`config.mk`:
```
export PLATFORM = sky130hd
export DESIGN_NAME = uart_pixel_stream_tx
export DESIGN_NICKNAME = d
export VERILOG_FILES = /design/src/rtl/lcd_stream_pkg.sv /design/src/rtl/uart_tx_byte.sv /design/src/rtl/uart_pixel_stream_tx.sv
export SDC_FILE = /design/constraint.sdc
export NUM_CORES = 1
export LEC_CHECK = 0
export ABC_AREA = 0
export CAP_MARGIN = 20
export CORE_MARGIN = 2
export CORE_UTILIZATION = 45
export CTS_BUF_LIST = sky130_fd_sc_hd__clkbuf_4
export DETAILED_ROUTE_END_ITERATION = 10
export PLACE_DENSITY = 0.64
export SYNTH_ARGS = -nofsm -noshare
export SYNTH_HDL_FRONTEND = slang
export SYNTH_SLANG_ARGS = --single-unit
export TNS_END_PERCENT = 50
```
`constraint.sdc`:
```
create_clock -name clk -period 4.8 [get_ports clk]
set_input_delay 0.96 -clock clk [delete_from_list [all_inputs] [get_ports clk]]
set_output_delay 0.96 -clock clk [all_outputs]
set_load 0.05 [all_outputs]
```
`src/rtl/lcd_stream_pkg.sv`:
```
// Shared definitions for the LCD pixel stream UART path.
// Holds the frame FSM encoding, the pixel payload layout and the
// baud divisor calculation used by the top level and its serialiser.
package lcd_stream_pkg;

  localparam int unsigned PIX_W = 16;
  localparam int unsigned IDX_W = 17;

  typedef enum logic [2:0] {
    ST_IDLE,
    ST_GAP,
    ST_WAIT_PIX,
    ST_SEND_HI,
    ST_SEND_LO,
    ST_DONE
  } state_t;

  // RGB565 pixel as it travels over the wire: high byte first.
  typedef struct packed {
    logic [7:0] hi;
    logic [7:0] lo;
  } pixel_t;

  // Bit period in clock cycles, rounded to nearest.
  function automatic int unsigned calc_baud_div(input int unsigned clk_hz,
                                                input int unsigned baud);
    return (clk_hz + baud / 2) / baud;
  endfunction

endpackage

```
`src/rtl/uart_tx_byte.sv`:
```
// Single-byte UART serialiser: 1 start bit, 8 data bits LSB first, 1 stop bit.
// Ports:
//   clk, reset_p : clock, synchronous active-high reset
//   data         : byte to send, sampled when load is high
//   load         : start a new byte (takes priority, allowed in the done cycle)
//   tx           : serial line, idle high
//   done         : high during the final cycle of the stop bit, so a load in
//                  the same cycle chains the next byte with no idle gap
module uart_tx_byte #(
  parameter int unsigned BAUD_DIV = 217
) (
  input  logic       clk,
  input  logic       reset_p,
  input  logic [7:0] data,
  input  logic       load,
  output logic       tx,
  output logic       done
);

  localparam int unsigned CNT_W = (BAUD_DIV > 1) ? $clog2(BAUD_DIV) : 1;

  logic             active;
  logic [CNT_W-1:0] baud_cnt;
  logic [3:0]       bit_cnt;
  logic [8:0]       shreg;
  logic             bit_end_c;

  assign bit_end_c = active && (baud_cnt == CNT_W'(BAUD_DIV - 1));
  // Decoded from the counter registers; consumed by the frame FSM.
  assign done      = bit_end_c && (bit_cnt == 4'd9);

  // Shift register holds remaining data bits plus the stop bit.
  always_ff @(posedge clk) begin
    if (reset_p) begin
      active   <= 1'b0;
      tx       <= 1'b1;
      baud_cnt <= '0;
      bit_cnt  <= '0;
      shreg    <= '1;
    end else if (load) begin
      active   <= 1'b1;
      tx       <= 1'b0;
      baud_cnt <= '0;
      bit_cnt  <= '0;
      shreg    <= {1'b1, data};
    end else if (active) begin
      if (bit_end_c) begin
        baud_cnt <= '0;
        if (bit_cnt == 4'd9) begin
          active  <= 1'b0;
          tx      <= 1'b1;
          bit_cnt <= '0;
        end else begin
          bit_cnt <= bit_cnt + 4'd1;
          tx      <= shreg[0];
          shreg   <= {1'b1, shreg[8:1]};
        end
      end else begin
        baud_cnt <= baud_cnt + 1'b1;
      end
    end
  end

endmodule

```
`src/rtl/uart_pixel_stream_tx.sv`:
```
// Streams a frame of RGB565 pixels over a UART, high byte first.
// Each frame is preceded by an idle-high gap so the receiver can resync.
// Ports:
//   clk, reset_p         : clock, synchronous active-high reset
//   start                : frame request, honoured only when idle
//   pix_data/pix_valid   : pixel source; pix_ready marks the accept cycle
//   pix_index            : index of the next pixel to be accepted
//   tx                   : UART line, idle high
//   busy                 : frame in progress
//   frame_done           : one-cycle pulse after the last stop bit
module uart_pixel_stream_tx
  import lcd_stream_pkg::*;
#(
  parameter int unsigned CLK_HZ     = 100_000_000,
  parameter int unsigned BAUD       = 460800,
  parameter int unsigned PIXELS     = 76800,
  parameter int unsigned GAP_CYCLES = 6_000_000
) (
  input  logic             clk,
  input  logic             reset_p,
  input  logic             start,
  input  logic [PIX_W-1:0] pix_data,
  input  logic             pix_valid,
  output logic             pix_ready,
  output logic [IDX_W-1:0] pix_index,
  output logic             tx,
  output logic             busy,
  output logic             frame_done
);

  localparam int unsigned BAUD_DIV = calc_baud_div(CLK_HZ, BAUD);
  localparam int unsigned GAP_W    = (GAP_CYCLES > 1) ? $clog2(GAP_CYCLES) : 1;

  state_t           state, state_next;
  logic [GAP_W-1:0] gap_cnt;
  logic [7:0]       lo_byte;
  pixel_t           pix_in;
  logic             hs_c, gap_end_c, last_pix_c;
  logic             byte_load_c, byte_done_c;
  logic [7:0]       byte_data_c;

  assign pix_in     = pixel_t'(pix_data);
  assign hs_c       = pix_valid && pix_ready;
  assign gap_end_c  = (gap_cnt == GAP_W'(GAP_CYCLES - 1));
  assign last_pix_c = (pix_index == IDX_W'(PIXELS - 1));

  // Frame state register.
  always_ff @(posedge clk) begin
    if (reset_p) state <= ST_IDLE;
    else         state <= state_next;
  end

  // Next state and byte-serialiser control. The high byte goes straight
  // from pix_data so its start bit appears the cycle after the handshake.
  always_comb begin
    state_next  = state;
    byte_load_c = 1'b0;
    byte_data_c = lo_byte;
    case (state)
      ST_IDLE:     if (start) state_next = ST_GAP;
      ST_GAP:      if (gap_end_c) state_next = ST_WAIT_PIX;
      ST_WAIT_PIX: begin
        if (hs_c) begin
          byte_load_c = 1'b1;
          byte_data_c = pix_in.hi;
          state_next  = ST_SEND_HI;
        end
      end
      ST_SEND_HI: begin
        if (byte_done_c) begin
          byte_load_c = 1'b1;
          state_next  = ST_SEND_LO;
        end
      end
      ST_SEND_LO:  if (byte_done_c) state_next = last_pix_c ? ST_DONE : ST_WAIT_PIX;
      ST_DONE:     state_next = ST_IDLE;
      default:     state_next = ST_IDLE;
    endcase
  end

  // Registered status outputs, gap counter, low-byte holding register and
  // pixel index. The index wraps to 0 on the last pixel of the frame.
  always_ff @(posedge clk) begin
    if (reset_p) begin
      gap_cnt    <= '0;
      lo_byte    <= '0;
      pix_index  <= '0;
      pix_ready  <= 1'b0;
      busy       <= 1'b0;
      frame_done <= 1'b0;
    end else begin
      pix_ready  <= (state_next == ST_WAIT_PIX);
      busy       <= state_next inside {ST_GAP, ST_WAIT_PIX, ST_SEND_HI, ST_SEND_LO};
      frame_done <= (state_next == ST_DONE);
      gap_cnt    <= (state == ST_GAP) ? gap_cnt + 1'b1 : '0;
      if (state == ST_WAIT_PIX && hs_c) lo_byte <= pix_in.lo;
      if (state == ST_SEND_LO && byte_done_c)
        pix_index <= last_pix_c ? '0 : pix_index + 1'b1;
      else if (state == ST_IDLE && start)
        pix_index <= '0;
    end
  end

  uart_tx_byte #(
    .BAUD_DIV (BAUD_DIV)
  ) u_byte (
    .clk     (clk),
    .reset_p (reset_p),
    .data    (byte_data_c),
    .load    (byte_load_c),
    .tx      (tx),
    .done    (byte_done_c)
  );

endmodule
```
==> results of run 1 <==
## flip-flops by register name, summed over array words and instances (netlist names)
name	count
u_byte.shreg	8
busy	1
state	3
u_byte.baud_cnt	8
u_byte.tx	1
pix_ready	1
gap_cnt	23
pix_index	17
u_byte.bit_cnt	4
u_byte.active	1
lo_byte	8
frame_done	1
## metrics by stage
stage	hold WS, ps	instances	util (%)	cell area [um^2]	power (mW)
after global placement	425.4	546	52.08	4004	0.6969
after global routing	480.6	563	53.91	4144	1.115
after CTS	464.3	562	53.81	4136	1.078
after detailed placement	443.6	546	52.08	4004	0.6973
after floorplan	417.5	424	-	3541	0.6729
final	461.7	563	53.91	4144	1.063
## area by class of cell
type                            count  area [um^2]
Clock buffer                        9        67.56
Sequential cell                    76         1521
Multi-Input combinational cell    319         1909
Fill cell                         776         3543
Inverter                            6        22.52
Timing Repair Buffer               44        430.4
Clock inverter                      7        65.06
Tap cell                          102        127.6
## Yosys cell counts (5+ instances only)
cell / number / area [um^2]
sky130_fd_sc_hd__xnor2_1: 7 / 61.31
sky130_fd_sc_hd__buf_2: 5 / 25.02
sky130_fd_sc_hd__inv_1: 5 / 18.77
sky130_fd_sc_hd__o21ai_0: 10 / 50.05
sky130_fd_sc_hd__nor2_1: 58 / 217.7
sky130_fd_sc_hd__nand2b_1: 8 / 50.05
sky130_fd_sc_hd__clkbuf_1: 18 / 67.56
sky130_fd_sc_hd__and3_1: 8 / 50.05
sky130_fd_sc_hd__nand4_1: 9 / 56.30
sky130_fd_sc_hd__xor2_1: 16 / 140.1
sky130_fd_sc_hd__a211o_1: 7 / 61.31
sky130_fd_sc_hd__a311oi_1: 13 / 113.9
sky130_fd_sc_hd__or3_1: 13 / 81.33
sky130_fd_sc_hd__nand2_1: 52 / 195.2
sky130_fd_sc_hd__nand3_1: 17 / 85.08
sky130_fd_sc_hd__mux2i_1: 9 / 90.09
sky130_fd_sc_hd__a21oi_1: 29 / 145.1
sky130_fd_sc_hd__a211oi_1: 8 / 60.06
sky130_fd_sc_hd__dfxtp_1: 76 / 1521
sky130_fd_sc_hd__nor3_1: 8 / 40.04
## cell families (layout without fill, tap and decap cells)
kind of cell	Yosys count	count (layout)	share of synthesized area [%]
muxes	11	11	3.286
buffers and inverters	29	66	3.251
xor gates and xnor gates	23	23	5.689
and+or+nand+nor	193	193	26.50
adders and majority gates	4	4	1.413
DFF	76	76	42.97
AOI/OAI and AO/OA	88	88	16.89
## layer usage
| metal | GRT usage [%] | vias up |
|---|---|---|
| met3 | 5.614 | 4 |
| met2 | 27.01 | 53 |
| met1 | 26.67 | 1452 |
| met4 | 3.676 | 0 |
| met5 | 0 | - |
| li1 | - | 1581 |
## path summary, 6_finish.rpt
kind | start | end | slack [ps] | cells after the start
hold / removal | lo_byte[1] | lo_byte[1] | 460 | 2
setup reg to reg | pix_index[0] | busy | 1990 | 7
setup / recovery | pix_index[0] | busy | 1990 | 7
hold reg to reg | lo_byte[1] | lo_byte[1] | 460 | 2
## critical path, stage by stage (launching register included)
cell,delay [ps]
sky130_fd_sc_hd__dfxtp_1,450
sky130_fd_sc_hd__ha_1,220
sky130_fd_sc_hd__nand3_1,220
sky130_fd_sc_hd__or3_1,490
sky130_fd_sc_hd__o2111a_1,580
sky130_fd_sc_hd__a211oi_2,360
sky130_fd_sc_hd__nand2_2,80
sky130_fd_sc_hd__mux2_4,300
## power by group through the flow
stage | Sequential [mW] | Combinational [mW] | Clock [mW]
final | 0.635 | 0.0482 | 0.380
after global routing | 0.635 | 0.0522 | 0.428
after CTS | 0.635 | 0.0486 | 0.394
after detailed placement | 0.649 | 0.0484 | 0
after global placement | 0.649 | 0.0480 | 0
after floorplan | 0.651 | 0.0221 | 0
==> results.txt, run 1 <==
The run finished with clean final reports. Cell internal power was estimated by the tool at 0.8120 mW. The core region is between 7000 and 8000 um^2. The maximum VDD drop is 0.0001474 V. Static timing analysis puts the maximum clock frequency at 356.1 MHz. The number of setup violations in the final report is 0. The uppermost layer routed is met4. The min-delay analysis places its worst path in the category reg2reg. The floorplan row count came out at 32. Leaving out fill and tap cells, the most frequent cell in the layout is sky130_fd_sc_hd__dfxtp_1. The worst-path maximum fanout came out at 27. The power spent charging and discharging nets is ~0.25 mW. The clock network fraction of total power came out at 35.8%. The Yosys step of the flow raised 0 warnings. The starting density of the core came out at roughly 46%. Buffers inserted to repair hold after CTS numbered 0. The launching element type of the critical path is a register. Counting flops and latches in the post-synthesis netlist gives 76.

The post-layout net count is 480. For this run, design rule violations remaining after detail routing come to 0. The sequential group share of total power is 59.7%. Across the run, the number of max-cap violations was 0.

The first-pass GRT wire length is approximately 13000 um. Summed over all nets, wire length on met2 after detailed routing comes to 3346 um. The async set or reset register ratio after synthesis is 0%. The buffer depth of the longest clock path is 2.

The maximum number of pins on one net before global-route repair came out at 28. The floorplan die width came out at ~93 um. The worst setup path is captured at a register. The fraction of the cycle the final worst path needs is between 50% and 60%. The aggregate global routing overflow came out at 0.

The power density over the cells came out at ~260 nW/um^2. The sequential-to-total area share from yosys stat came out at a little over two fifths. The CTS H-tree depth is 3. Dividing the synthesized area by the synthesized cell count gives about 8.4 um^2.

The layout overhead on the synthesized area is 17.03%. The top-level I/O count came out at 41. The floorplan step defined a die boundary enclosing 8594 um^2. The combined area of all synthesized cells came out at around 3500 um^2. The worst setup slack before clock tree synthesis came out at roughly 1800 ps. Summed over all nets, wire length on met3 after detailed routing comes to approximately 250 um. The slew at the pin closest to its max-slew limit is 1083 ps.

After layout, the worst setup slack is between 1500 and 2000 ps. Setup repair after global routing left no endpoint under its margin. The proportion of total power due to net switching is a little under a quarter. The register clock-pin slew on the reported worst setup and hold paths is between 100 and 150 ps. The clock insertion delay at the later pin of the skew report came out at around 410 ps. The detailed placer's ending HPWL came out at 5031 um.

The vertical die dimension came out at approximately 93 um. The headroom to the max-slew limit came out at a little over a quarter. The number of antenna violations at the first check in global routing is 0.

The total count of hold-check failures in the final report was 0. The first TritonRoute pass finished after 4 iterations. The number of instances in the synthesized netlist is about 420. The number of flops mapped to enable cells by yosys is 0. The shortest clock period the worst path allows after layout came out at about 2800 ps. The clock root buffer master is sky130_fd_sc_hd__clkbuf_4. The congestion estimate from routability-driven global placement came to 0.7693.

The number of routed nets with antenna violations is 0. Summing over every cut layer, the via total after detailed routing is about 3000. The max-slew violation count came out at 0. The final wirelength is between 7000 and 8000 um. The total CTS buffers is 9.

Clock skew on the completed layout was measured at 16.75 ps. Using the TritonRoute via totals, the vias-per-cell ratio works out to 5.488. The number of distinct standard cells referenced by the synthesized netlist is 52. The post-CTS setup buffer count is 0.

Of the total power, combinational logic draws 4.5%. For this block, the initial DRC count from the detailed router was around 110. The wire length the detailed router placed on met1 is around 3700 um. The share of post-route cells with drive strength above 1 came out at under 10%. In the layout the commonest cells are sky130_fd_sc_hd__dfxtp_1 (76), sky130_fd_sc_hd__nor2_1 (58), sky130_fd_sc_hd__nand2_1 (52), sky130_fd_sc_hd__clkdlybuf4s50_1 (40), sky130_fd_sc_hd__a21oi_1 (29).

The via count of the first global-routing pass came out at between 2000 and 3000. The leakage power is around 1.3 nW. The main flop type after synthesis is sky130_fd_sc_hd__dfxtp_1.

The post-synth net total is about 450. TritonCTS built the clock tree. The per-cell routed wire length is 13.12 um.

The post-cts repair resize count is 0. The setup TNS after final layout came out at 0 ps. The number of clock sinks came out at 76. The endpoint required time on the critical path came out at 5110 ps.

The count of input and output buffers is 40. 0 antenna diodes ended up in the layout. The setup path with the least slack is of type reg2reg. The data arrival time of the critical path is 3110 ps. The total global routing track utilization came out at approximately 18%.
Note: power is estimated with default switching activity, not from simulation.
==> run 2: changes to the inputs <==
--- a/config.mk
+++ b/config.mk
@@ -11,7 +11,7 @@
 export CORE_UTILIZATION = 45
 export CTS_BUF_LIST = sky130_fd_sc_hd__clkbuf_4
 export DETAILED_ROUTE_END_ITERATION = 10
-export PLACE_DENSITY = 0.64
+export PLACE_DENSITY = 0.67
 export SYNTH_ARGS = -nofsm -noshare
 export SYNTH_HDL_FRONTEND = slang
 export SYNTH_SLANG_ARGS = --single-unit
==> constraint.sdc (replaced) <==
create_clock -name clk -period 2.4 [get_ports clk]
set_input_delay 0.48 -clock clk [delete_from_list [all_inputs] [get_ports clk]]
set_output_delay 0.48 -clock clk [all_outputs]
set_load 0.05 [all_outputs]
==> run 2 against run 1 <==
Effect of this change: via count down 1.8%; sequential share of layout area fell by 0.65 points; design area is 2.4% higher; worst hold slack better by 5.4 ps; routed wire length increased by 1.1%; clock skew is 4.1 ps lower; combinational power increased by 110%; die area stayed put; largest cell class unchanged.
==> results.txt, run 2 (synthesis results as in run 1) <==
The power spent charging and discharging nets came out at a little under 0.5 mW. The max-slew violation count came out at 0. The headroom to the max-slew limit is 56.82%. For this run, the number of standard cells in the final layout without fillers is around 570. The maximum number of pins on one net before global-route repair came out at 33. The critical path goes through clkdlybuf4s50_1. The met3 layer wire length in the routed design came out at 266 um. The maximum VDD drop is 0.0003367 V.

The via density per instance is around 5.3. Cells with a size suffix above 1 make up under 10% of the layout. The total core area is approximately 7700 um^2. The worst setup slack before clock tree synthesis is -0.5844 ps. After layout, the worst setup slack is 194.7 ps. The power density over the cells is around 530 nW/um^2. The cell total after placement came out at approximately 560.

The buffer depth of the longest clock path came out at 2. The number of detailed-route iterations in the first pass is 4. The vertical die dimension came out at 92.71 um. The aggregate global routing overflow is 0.

The via count of the first global-routing pass is approximately 2900. For this run, the slowest stage of the critical path takes around 850 ps. The hold-critical path depth came out at 1. The worst setup path is captured at an output port. The run finished with clean final reports.

The cell area after layout is 4243 um^2. STA classifies the critical path startpoint as a register. The number of antenna violations at the first check in global routing came to 0. The clock arrives with 12.62 ps of skew.

The register with the most flip-flops in the final layout is gap_cnt. The total CTS buffers is 9. The total global routing track utilization is around a fifth. The post-cts repair resize count is 0.

In this run the tool buffered the top-level ports with 40 buffer cells. The setup TNS after final layout is 0 ps. The worst hold path belongs to the class reg2reg. The routability congestion estimate from global placement came out at between 0.8 and 0.9.

The total of hold buffers inserted after clock tree synthesis came out at 0. The count of max-cap constraint violations is 0. The number of clock sinks came out at 76. The critical path is of the reg2out type. The number of routed nets with antenna violations came out at 0. The starting density of the core came out at about 46%.

The floorplan row count is 32. After legalization and detailed placement, the total HPWL measured approximately 5200 um. The reg2reg setup slack came out at roughly 200 ps. The CTS H-tree depth is 3. The buffers plus inverters on the worst setup path came out at 1. The power consumption is approximately 2.2 mW.

On the critical path, the stage with the largest delay is an instance of sky130_fd_sc_hd__clkdlybuf4s50_1. The clock insertion delay at the later pin of the skew report came out at roughly 400 ps. The worst-path maximum fanout is 8. The post-layout net count came out at between 400 and 500. Static timing analysis puts the maximum clock frequency at between 400 and 500 MHz. The area after detailed placement is roughly 4000 um^2. The utilization of the core after routing came out at a little under three fifths. Of the available clock period, the critical path in the final layout requires 91.89%. The routed design uses roughly 3500 um of met2 wire. The total via count after detailed routing came out at around 3000. The number of inserted diodes came out at 0. The die covers roughly 8600 um^2. After clock tree synthesis, the setup repair step added 0 buffers.

The first-iteration detailed-routing DRC count came out at roughly 130. The top-level I/O count came out at 41. The internal power of the cells totals 1.756 mW.

Of the total power, registers draw between 50% and 60%. Compared with the post-synthesis result, the final layout area differs by 19.82%. The register clock-pin slew on the reported worst setup and hold paths came out at 120 ps. The slew at the pin closest to its max-slew limit came out at around 650 ps. In this run the horizontal extent of the chip is around 93 um. The depth of the most critical reg-to-reg path came out at 7. The combinational share of power is roughly 4.5%. The clock root buffer master is sky130_fd_sc_hd__clkbuf_4. The kind of cell with the highest combined delay along the critical path is buffers and inverters.

The wire length the detailed router placed on met1 is between 3000 and 4000 um. The endpoint required time on the critical path is approximately 1900 ps. The data arrival time of the critical path is around 1700 ps. The number of flip-flops in the largest register came out at 23.

In this run, the clock network consumes 38.9% of the power. The leakage power is roughly 1.4 nW. In this run the number of cells on the critical path is 1.

In the routed design, unresolved DRC markers number 0. The final wirelength came out at ~7500 um. The number of setup violations in the final report came out at 0. The first-pass GRT wire length came out at roughly 13000 um. In this run the top signal layer used is met4. The proportion of total power due to net switching is around 22%. The largest registers in the layout are gap_cnt: 23 flops, pix_index: 17 flops. TritonCTS built the clock tree. Setup repair after global routing left no endpoint under its margin. The shortest clock period the worst path allows after layout is 2205 ps. The total count of hold-check failures in the final report is 0.

Leaving out fill and tap cells, the most frequent cell in the layout is sky130_fd_sc_hd__dfxtp_1. Leaving out fill and tap cells, the most frequent cells in the layout are sky130_fd_sc_hd__dfxtp_1 (71), sky130_fd_sc_hd__nor2_1 (58), sky130_fd_sc_hd__nand2_1 (52), sky130_fd_sc_hd__clkdlybuf4s50_1 (40), sky130_fd_sc_hd__a21oi_1 (28). Hold timing on the final database bottoms out at a slack of approximately 470 ps. In the final routed layout, each cell accounts on average for 13.08 um.
run 2: cell types whose count changed in the layout (fill, tap and decap cells not counted), sizes merged:
| cell | previous run | this run |
|---|---|---|
| clkbuf | 9 | 11 |
| clkinv | 4 | 2 |
| bufinv | 1 | 2 |
| buf | 4 | 12 |
| clkinvlp | 1 | 0 |
run 2: power groups by stage:
| stage | Sequential [mW] | Combinational, mW | Clock [mW] |
|---|---|---|---|
| 6_report | 1.27 | 0.101 | 0.870 |
| 2_1_floorplan | 1.30 | 0.0441 | 0 |
| 3_5_place_dp | 1.30 | 0.101 | 0 |
| 3_3_place_gp | 1.30 | 0.100 | 0 |
| 5_1_grt | 1.27 | 0.109 | 0.967 |
| 4_1_cts | 1.27 | 0.102 | 0.905 |
run 2: worst paths after layout:
kind / from / to
worst max-delay path: pix_index[6] / pix_index[6]
worst min-delay path: gap_cnt[0] / gap_cnt[0]
worst max register to register: gap_cnt[0] / busy
worst min register to register: gap_cnt[0] / gap_cnt[0]
run 2: routing by layer:
metal	up-vias	GRT usage (%)
met1	1396	25.19
met3	8	4.312
met4	0	8.946
li1	1586	-
met5	-	0
met2	45	28.41
run 2: final cells by class:
class / count / area [um^2]
fillers: 741 / 3445
multi-input cells: 319 / 1914
flip-flops and latches: 76 / 1530
repair buffers: 52 / 490.5
well taps: 102 / 127.6
clock buffers: 11 / 82.58
clock inverters: 5 / 75.07
inverters: 6 / 22.52
==> run 3: changes to the inputs <==
--- a/config.mk
+++ b/config.mk
@@ -5,13 +5,13 @@
 export SDC_FILE = /design/constraint.sdc
 export NUM_CORES = 1
 export LEC_CHECK = 0
-export ABC_AREA = 0
 export CAP_MARGIN = 20
 export CORE_MARGIN = 2
 export CORE_UTILIZATION = 45
 export CTS_BUF_LIST = sky130_fd_sc_hd__clkbuf_4
 export DETAILED_ROUTE_END_ITERATION = 10
 export PLACE_DENSITY = 0.67
+export SKIP_CTS_REPAIR_TIMING = 1
 export SYNTH_ARGS = -nofsm -noshare
 export SYNTH_HDL_FRONTEND = slang
 export SYNTH_SLANG_ARGS = --single-unit
==> results of run 3 <==
Final layout, timing and power as in run 2 (identical DEF).
